### src/rtl/dm_store_buffer.sv
// Posted-write store buffer: DEPTH-entry FIFO between M-stage stores and data memory,
// with per-byte load forwarding. Optional store coalescing via `define STORE_COALESCE_EN.
module dm_store_buffer #(
    parameter int DEPTH = 4,
    parameter int PTR_W = 2
) (
    input  logic        clk,
    input  logic        reset,
    input  logic [31:0] cpu_addr,
    input  logic [31:0] cpu_wdata,
    input  logic [3:0]  cpu_byteen,
    output logic [31:0] cpu_rdata,
    output logic        store_stall,
    output logic [31:0] mem_raddr,
    input  logic [31:0] mem_rdata,
    output logic        mem_wvalid,
    output logic [31:0] mem_waddr,
    output logic [31:0] mem_wdata,
    output logic [3:0]  mem_wbyteen,
    input  logic        mem_wready
);

    logic [29:0]      ent_waddr  [DEPTH];
    logic [31:0]      ent_data   [DEPTH];
    logic [3:0]       ent_byteen [DEPTH];

    logic [PTR_W-1:0] head;
    logic [PTR_W-1:0] tail;
    logic [PTR_W:0]   count;

    logic             store;
    logic             full;
    logic             enq;
    logic             deq;
    logic             coalesce_hit;
    logic [PTR_W-1:0] fwd_idx;
    logic [31:0]      fwd_rdata;
    logic             addr_lsb_unused;

    function automatic logic [31:0] merge_bytes(input logic [31:0] old_w,
                                                input logic [31:0] new_w,
                                                input logic [3:0]  be);
        logic [31:0] res;
        res = old_w;
        for (int b = 0; b < 4; b++) begin
            if (be[b]) res[8*b +: 8] = new_w[8*b +: 8];
        end
        return res;
    endfunction

    assign store = |cpu_byteen;
    assign full  = (count == (PTR_W+1)'(DEPTH));

`ifdef STORE_COALESCE_EN
    logic [PTR_W-1:0] tail_prev;
    assign tail_prev = tail - PTR_W'(1);
    // count>=2 guarantees the youngest entry is never the head being handed to memory.
    assign coalesce_hit = store && (count >= (PTR_W+1)'(2)) &&
                          (ent_waddr[tail_prev] == cpu_addr[31:2]);
`else
    assign coalesce_hit = 1'b0;
`endif

    // Stall looks only at the registered count, never at mem_wready.
    assign store_stall = store && full && !coalesce_hit;
    assign enq         = store && !full && !coalesce_hit;
    assign deq         = mem_wvalid && mem_wready;

    assign mem_wvalid  = (count != '0);
    assign mem_waddr   = {ent_waddr[head], 2'b00};
    assign mem_wdata   = ent_data[head];
    assign mem_wbyteen = ent_byteen[head];

    always_ff @(posedge clk or negedge reset) begin
        if (!reset) begin
            head  <= '0;
            tail  <= '0;
            count <= '0;
        end else begin
            if (enq) tail <= tail + PTR_W'(1);
            if (deq) head <= head + PTR_W'(1);
            case ({enq, deq})
                2'b10:   count <= count + (PTR_W+1)'(1);
                2'b01:   count <= count - (PTR_W+1)'(1);
                default: count <= count;
            endcase
        end
    end

    // Entry payload carries no reset; validity is defined solely by head/count.
    always_ff @(posedge clk) begin
        if (enq) begin
            ent_waddr[tail]  <= cpu_addr[31:2];
            ent_data[tail]   <= cpu_wdata;
            ent_byteen[tail] <= cpu_byteen;
        end
`ifdef STORE_COALESCE_EN
        if (coalesce_hit) begin
            ent_data[tail_prev]   <= merge_bytes(ent_data[tail_prev], cpu_wdata, cpu_byteen);
            ent_byteen[tail_prev] <= ent_byteen[tail_prev] | cpu_byteen;
        end
`endif
    end

    // Walk oldest to youngest so the youngest matching byte overrides earlier ones.
    always_comb begin
        fwd_rdata = mem_rdata;
        fwd_idx   = '0;
        for (int i = 0; i < DEPTH; i++) begin
            fwd_idx = head + PTR_W'(i);
            if (((PTR_W+1)'(i) < count) && (ent_waddr[fwd_idx] == cpu_addr[31:2]))
                fwd_rdata = merge_bytes(fwd_rdata, ent_data[fwd_idx], ent_byteen[fwd_idx]);
        end
    end

    assign cpu_rdata       = fwd_rdata;
    assign mem_raddr       = {cpu_addr[31:2], 2'b00};
    assign addr_lsb_unused = ^cpu_addr[1:0];

endmodule
### config.mk
export PLATFORM = sky130hd
export DESIGN_NAME = dm_store_buffer
export DESIGN_NICKNAME = d
export VERILOG_FILES = /design/src/rtl/dm_store_buffer.sv
export SDC_FILE = /design/constraint.sdc
export NUM_CORES = 1
export LEC_CHECK = 0
export CORE_UTILIZATION = 52
export CTS_CLUSTER_DIAMETER = 40
export CTS_CLUSTER_SIZE = 40
export DETAILED_ROUTE_END_ITERATION = 8
export PLACE_DENSITY = 0.88
export SLEW_MARGIN = 40
export SYNTH_ARGS = -nofsm -noshare
export SYNTH_HDL_FRONTEND = slang
export SYNTH_SLANG_ARGS = --single-unit
### constraint.sdc
create_clock -name clk -period 4.3 [get_ports clk]
set_input_delay 0.86 -clock clk [delete_from_list [all_inputs] [get_ports clk]]
set_output_delay 0.86 -clock clk [all_outputs]
set_load 0.02 [all_outputs]
Word level (Yosys, flattened, before mapping)
Memory sizes are Yosys's and may differ from the RTL's.
Cells that the tools add are included.
{"block": "totals", "ram_bits": 264, "latch_bits": 0, "output_inout_bits": 134, "reg_bits": 7, "word_cells": 57, "rom_bits": 0, "input_bits": 103, "memories": 3}
{"block": "classes", "n_bitwise": 0, "magnitude_cmp": 4, "n_eq_ne": 7, "n_addsub": 6, "n_reduce_logical": 11, "mul": 0, "div": 0, "n_shift": 0, "mux": 23}
{"memory": "ent_data", "depth": 4, "word_bits": 32, "rd": 4, "rd_ports_with_merged_regs": 0, "write_ports": 1, "line_no": "24", "text": "logic [31:0] ent_data [DEPTH];"}
{"memory": "ent_waddr", "depth": 4, "word_bits": 30, "rd": 4, "rd_ports_with_merged_regs": 0, "write_ports": 1, "line_no": "23", "text": "logic [29:0] ent_waddr [DEPTH];"}
{"memory": "ent_byteen", "depth": 4, "word_bits": 4, "rd": 4, "rd_ports_with_merged_regs": 0, "write_ports": 1, "line_no": "25", "text": "logic [3:0] ent_byteen [DEPTH];"}
{"cell": "32-bit 2-to-1 mux", "n": 4}
{"cell": "8-bit 2-to-1 mux", "n": 16}
{"cell": "30-bit equality test", "n": 4}
{"cell": "1-bit logical AND", "n": 7}
{"cell": "1-bit by 3-bit less-than comparator with 1-bit output (first input constant)", "n": 2}
{"cell": "2-bit by 3-bit less-than comparator with 1-bit output (first input constant)", "n": 2}
{"cell": "3-bit one-hot mux with 2 select lines", "n": 1}
{"cell": "2-bit by 1-bit adder with 2-bit output (second input constant)", "n": 2}
{"cell": "2-bit adder (second input constant)", "n": 2}
{"cell": "4-bit OR reduction", "n": 1}
{"cell": "3-bit by 1-bit adder with 3-bit output (second input constant)", "n": 1}
{"cell": "3-bit equality test (second input constant)", "n": 1}
{"cell": "3-bit nonzero test", "n": 1}
{"cell": "3-bit by 1-bit subtractor with 3-bit output (second input constant)", "n": 1}
{"cell": "2-bit by 1-bit equality test with 1-bit output (second input constant)", "n": 1}
{"cell": "2-bit equality test (second input constant)", "n": 1}
{"cell": "1-bit 2-to-1 mux", "n": 2}
{"cell": "2-bit nonzero test", "n": 1}
{"cell": "1-bit logical NOT", "n": 1}

Longest topological paths before layout
An unclocked memory read counts as a cell.
{"block": "logic_depth", "depth_word": 10, "ltp_mapped": 16}

Worst setup path after synthesis
No wires, ideal clock.
{"block": "synth_timing", "path_kind": "register -> output", "from": "register head[0]", "to": "output cpu_rdata[30]", "slack_ns": -0.189, "t_arrival_ns": 3.629, "path_stages_with_launch": 11, "required_ns": 3.440, "cell_sequence": "dfrtp_1 -> buf_1 -> mux4_2 -> xnor2_1 -> nand2_1 -> or4_1 -> nor4_2 -> and2_1 -> clkbuf_2 -> a211oi_1 -> o32ai_1"}
{"block": "synth_between", "elab_chain_cells": 10, "word_cells_on_any_way": 22}
{"element": "start, declared", "line_no": "27", "text": "logic [PTR_W-1:0] head;"}
{"element": "start signal, assigned", "line_no": "81", "text": "if (deq) head <= head + PTR_W'(1);"}
{"element": "memory 4 x 30 bit *"}
{"element": "via mem_waddr[19]", "line_no": "17", "text": "output logic [31:0] mem_waddr,"}
{"element": "30-bit equality test *", "line_no": "111", "text": "if (((PTR_W+1)'(i) < count) && (ent_waddr[fwd_idx] == cpu_addr[31:2]))"}
{"element": "1-bit logical AND *", "line_no": "111"}
{"element": "32-bit 2-to-1 mux *", "line_no": "111"}
{"element": "8-bit 2-to-1 mux", "line_no": "46", "text": "if (be[b]) res[8*b +: 8] = new_w[8*b +: 8];"}
{"element": "32-bit 2-to-1 mux *", "line_no": "111"}
{"element": "8-bit 2-to-1 mux", "line_no": "46"}
{"element": "32-bit 2-to-1 mux *", "line_no": "111"}
{"element": "8-bit 2-to-1 mux", "line_no": "46"}
{"element": "32-bit 2-to-1 mux *", "line_no": "111"}
{"element": "end, declared", "line_no": "12", "text": "output logic [31:0] cpu_rdata,"}
Mark *: on every way through the listed nets, which the timed path passes. The rest lies on a longest branch.

Worst setup path in the final report
{"block": "layout_timing", "from": "register head[0]", "to": "output cpu_rdata[18]"}
{"block": "layout_between", "elab_chain_cells": 10, "word_cells_on_any_way": 22}
{"element": "parallel branches: the longest is 9 deep, another holds memory 4 x 30 bit"}
{"element": "32-bit 2-to-1 mux *", "line_no": "111"}
Mark *: on every way between the ends.

==> impl_results.md <==
* Io pins at around 240
* R2R Path End: ent_data[0][19]
* Total grt overflow at 0
* CTS Buf Count at 37
* Synth top area cells: edfxtp_1 42%, mux2i_1 9.4%, mux4_2 6.9%
* Synth cell types at 92
* Ys flop type: edfxtp_1
* Die H at 192 um
* Max-cap violation count at 0
* Post-synthesis compound-gate area fraction at 14.0%
* Clk pwr share at between 10 and 15%
* Post-layout min period at roughly 5.3 ns
* Mux contribution to synthesized area at roughly 22%
* Largest family of logic cells by synthesized area: multiplexers
* Routability cong. at 1.03
* Antenna-violating nets left at 0
* Area occupied by multi-input gates at approximately 10000 um^2
* Static leakage at 10.4 nW
* Type of the worst setup path: flip-flop to output port
* Total GRT Usage at 35.6%
* Sequential share of power at about a fifth
* Dpl hpwl at around 46 mm
* Drt drc at 0
* Critical Path Source: head[0]
* Cts-stage hold buffer count at 0
* Worst Path Arrival at 4.42 ns
* FF+latch area at approximately 8100 um^2
* First-pass DRT Iterations at 9
* CP max stage delay at 0.61 ns
* DIE AREA at 36900 um^2
* Initial core utilization at roughly 53%
* Synthesized cell area at between 15000 and 20000 um^2
* Clock latency on the worst-skew pair at around 0.54 ns
* Post-Synth XOR/XNOR Area at 4.75%
* TritonCTS clock tree: yes
* Area Overhead vs Synth at 44.3%
* Hold Fails Final Rpt at 0
* Worst setup margin at -0.979 ns
* Worst-margin pin slew at around 0.74 ns
* First-pass GRT wire length at 99.4 mm
* Sequential fraction of the synthesis area at 43.1%
* Status: finished, violations left
* Vias in the first global route at about 17k
* Vias/cell at 6.72
* Hold WS at 0.599 ns
* Worst Setup End Kind: output port
* Initial drt markers at ~2.4k
* RSZ-0062 raised after global routing: yes
* Pwr Total at 22.3 mW
* R2R setup slack at around 1.6 ns
* Slowest cell on crit path: or4_4
* Seq cells post-synth at 271
* Max IR drop VDD at around 520 uV
* Violated checks: negative setup slack
* Synth Area in Adders at less than 1%
* H-tree level count at 2
* CP bufs+invs at 6
* Max Clock Skew at between 0.02 and 0.025 ns
* Filler cell count at 2079
* Switching share of power at 42.6%
* Cell-by-cell trace of the critical path: buf_12 > buf_12 > mux4_2 > xnor2_2 > buf_4 > nand4_1 > a2111o_1 > or4_4 > buf_4 > clkbuf_16 > nor3_2 > o21ai_1 > a32o_1 > buf_2
* Final setup vio count at 32
* Post-synth EDFFs at ~260
* Final wirelength at 72.1 mm
* Top cell type's share of synthesized area at 42.2%
* Syn_area_per_cell at around 12 um^2
* Warnings from Yosys at 0
* Worst-path fanout max at 8
* Fmax at approximately 0.19 GHz
* Largest net degree at the start of global routing at 73
* Commonest non-fill, non-tap cell in the layout: buf_4
* Syn Inst Count at 1630
* Relative slew slack at 50.4%
* Final cycle utilization of the critical path at 123%
* Simple-Gate Fraction of Synth Area at a little under a tenth
* Routed WL per cell at 26.8 um
* CTS Buffer Depth at 3
* Chip Width at 192 um
* CP Launch Type: flip-flop
* Most frequent cells in the layout: 398 x buf_4, 264 x edfxtp_1, 198 x clkdlybuf4s50_1
* Pre-CTS WS at -1.12 ns
* Vias post-DR at around 18k
* Row cnt at 69
* Register-to-Register Path Depth at 5
* Port-buffer cells at 230
* Cell taking the most area after synthesis: edfxtp_1
* Comb power frac at 65.0%
* Worst Path Required at 3.44 ns
* Max Slew Vio Count at 0
* Delay-heaviest family, CP: simple AND/OR/NAND/NOR gates
* P_sw at 9.48 mW
* Worst hold path class: input pin to asynchronous set/reset pin
* Ys async rst share at 2.58%
* Initial antenna violation count at 2
* Final Net Count at 2315
* Clk sinks at 271
* Int Pwr at around 13 mW
* RR Startpoint: count[0]
* Share of layout cells above drive strength 1 at 39.9%
* Power per cell area at 821 nW/um^2
* Clock slew at reported path FFs at 0.06 ns
* Core Box Area at between 30000 and 40000 um^2
* Layout Utilization at 76.3%
* Root Driver: clkbuf_16
-- cell type report --
class,count,area share [%]
multi-input combinational,1173,38.6
sequential,271,29.9
timing repair buffer,698,24.2
clock buffer,45,3.64
tap,461,2.12
clock inverter,21,1.20
inverter,22,0.313
antenna,2,0.0184
-- power by group through the flow --
stage,sequential (mW),combinational [mW],clock [mW]
2_1_floorplan,4.40,7.37,0
6_report,4.51,14.5,3.29
3_3_place_gp,4.42,12.3,0
3_5_place_dp,4.52,12.7,0
5_1_grt,4.57,15.0,3.40
4_1_cts,4.45,13.3,3.28
-- sequential cells by signal, summed over array words and instances (netlist names) --
signal      count
tail            2
count           3
head            2
ent_byteen     16
ent_data      128
ent_waddr     120
-- cell usage after synthesis (31+ instances only) --
cell,instances
mux2_2,95
xnor2_1,90
a21oi_1,62
nand3_1,46
mux2i_1,176
clkbuf_1,49
buf_2,31
edfxtp_1,264
nor2_1,116
buf_4,51
mux4_2,58
nand2_1,78
o21ai_0,66
-- metrics by stage --
| step | setup TNS [ns] | cell area [um^2] | cells |
|---|---|---|---|
| 5_1_grt | -31.43 | 27100 | 2691 |
| 2_1_floorplan | 0 | 18900 | 1633 |
| 6_report | -28.01 | 27100 | 2693 |
| 4_1_cts | -22.58 | 26200 | 2669 |
| 3_5_place_dp | -33.38 | 24300 | 2574 |
| 3_3_place_gp | -31.42 | 24300 | 2574 |
-- worst max-delay path by stage --
stage / end / slack (ns) / cells past startpoint
2_1_floorplan: cpu_rdata[16] / 0.02 / 15
3_3_place_gp: cpu_rdata[0] / -1.08 / 12
3_5_place_dp: cpu_rdata[0] / -1.12 / 11
4_1_cts: cpu_rdata[12] / -0.83 / 13
5_1_grt: cpu_rdata[9] / -1.07 / 14
6_report: cpu_rdata[18] / -0.98 / 14
-- per-layer routing --
| layer | share of wire [%] | track usage [%] |
|---|---|---|
| met1 | 34 | 42.8 |
| met2 | 49 | 61.2 |
| met3 | 11 | 6.96 |
| met4 | 6.4 | 16.9 |
| met5 | 0.017 | 0 |
-- worst register-to-register path, stage by stage, from the launching register on --
cell and delay [ns]:
dfrtp_1 0.46, inv_1 0.12, ha_1 0.25, a21oi_1 0.47, and2_4 0.72, buf_4 0.38
-- logic make-up after synthesis --
family          count (synthesis)
xor+xnor                      102
other cells                     1
fa+ha+maj                       9
buf+inv                       189
flops                         271
simple gates                  353
mux                           333
compound gates                372
-- timing repair --
item	CTS	global route
endpoints found under the hold margin	0	0
setup endpoints to repair	62	49
pin swaps	28	63
cloned	4	4
gates resized for setup	243	158
setup buffers	25	23
(Power assumes the default switching activity.)
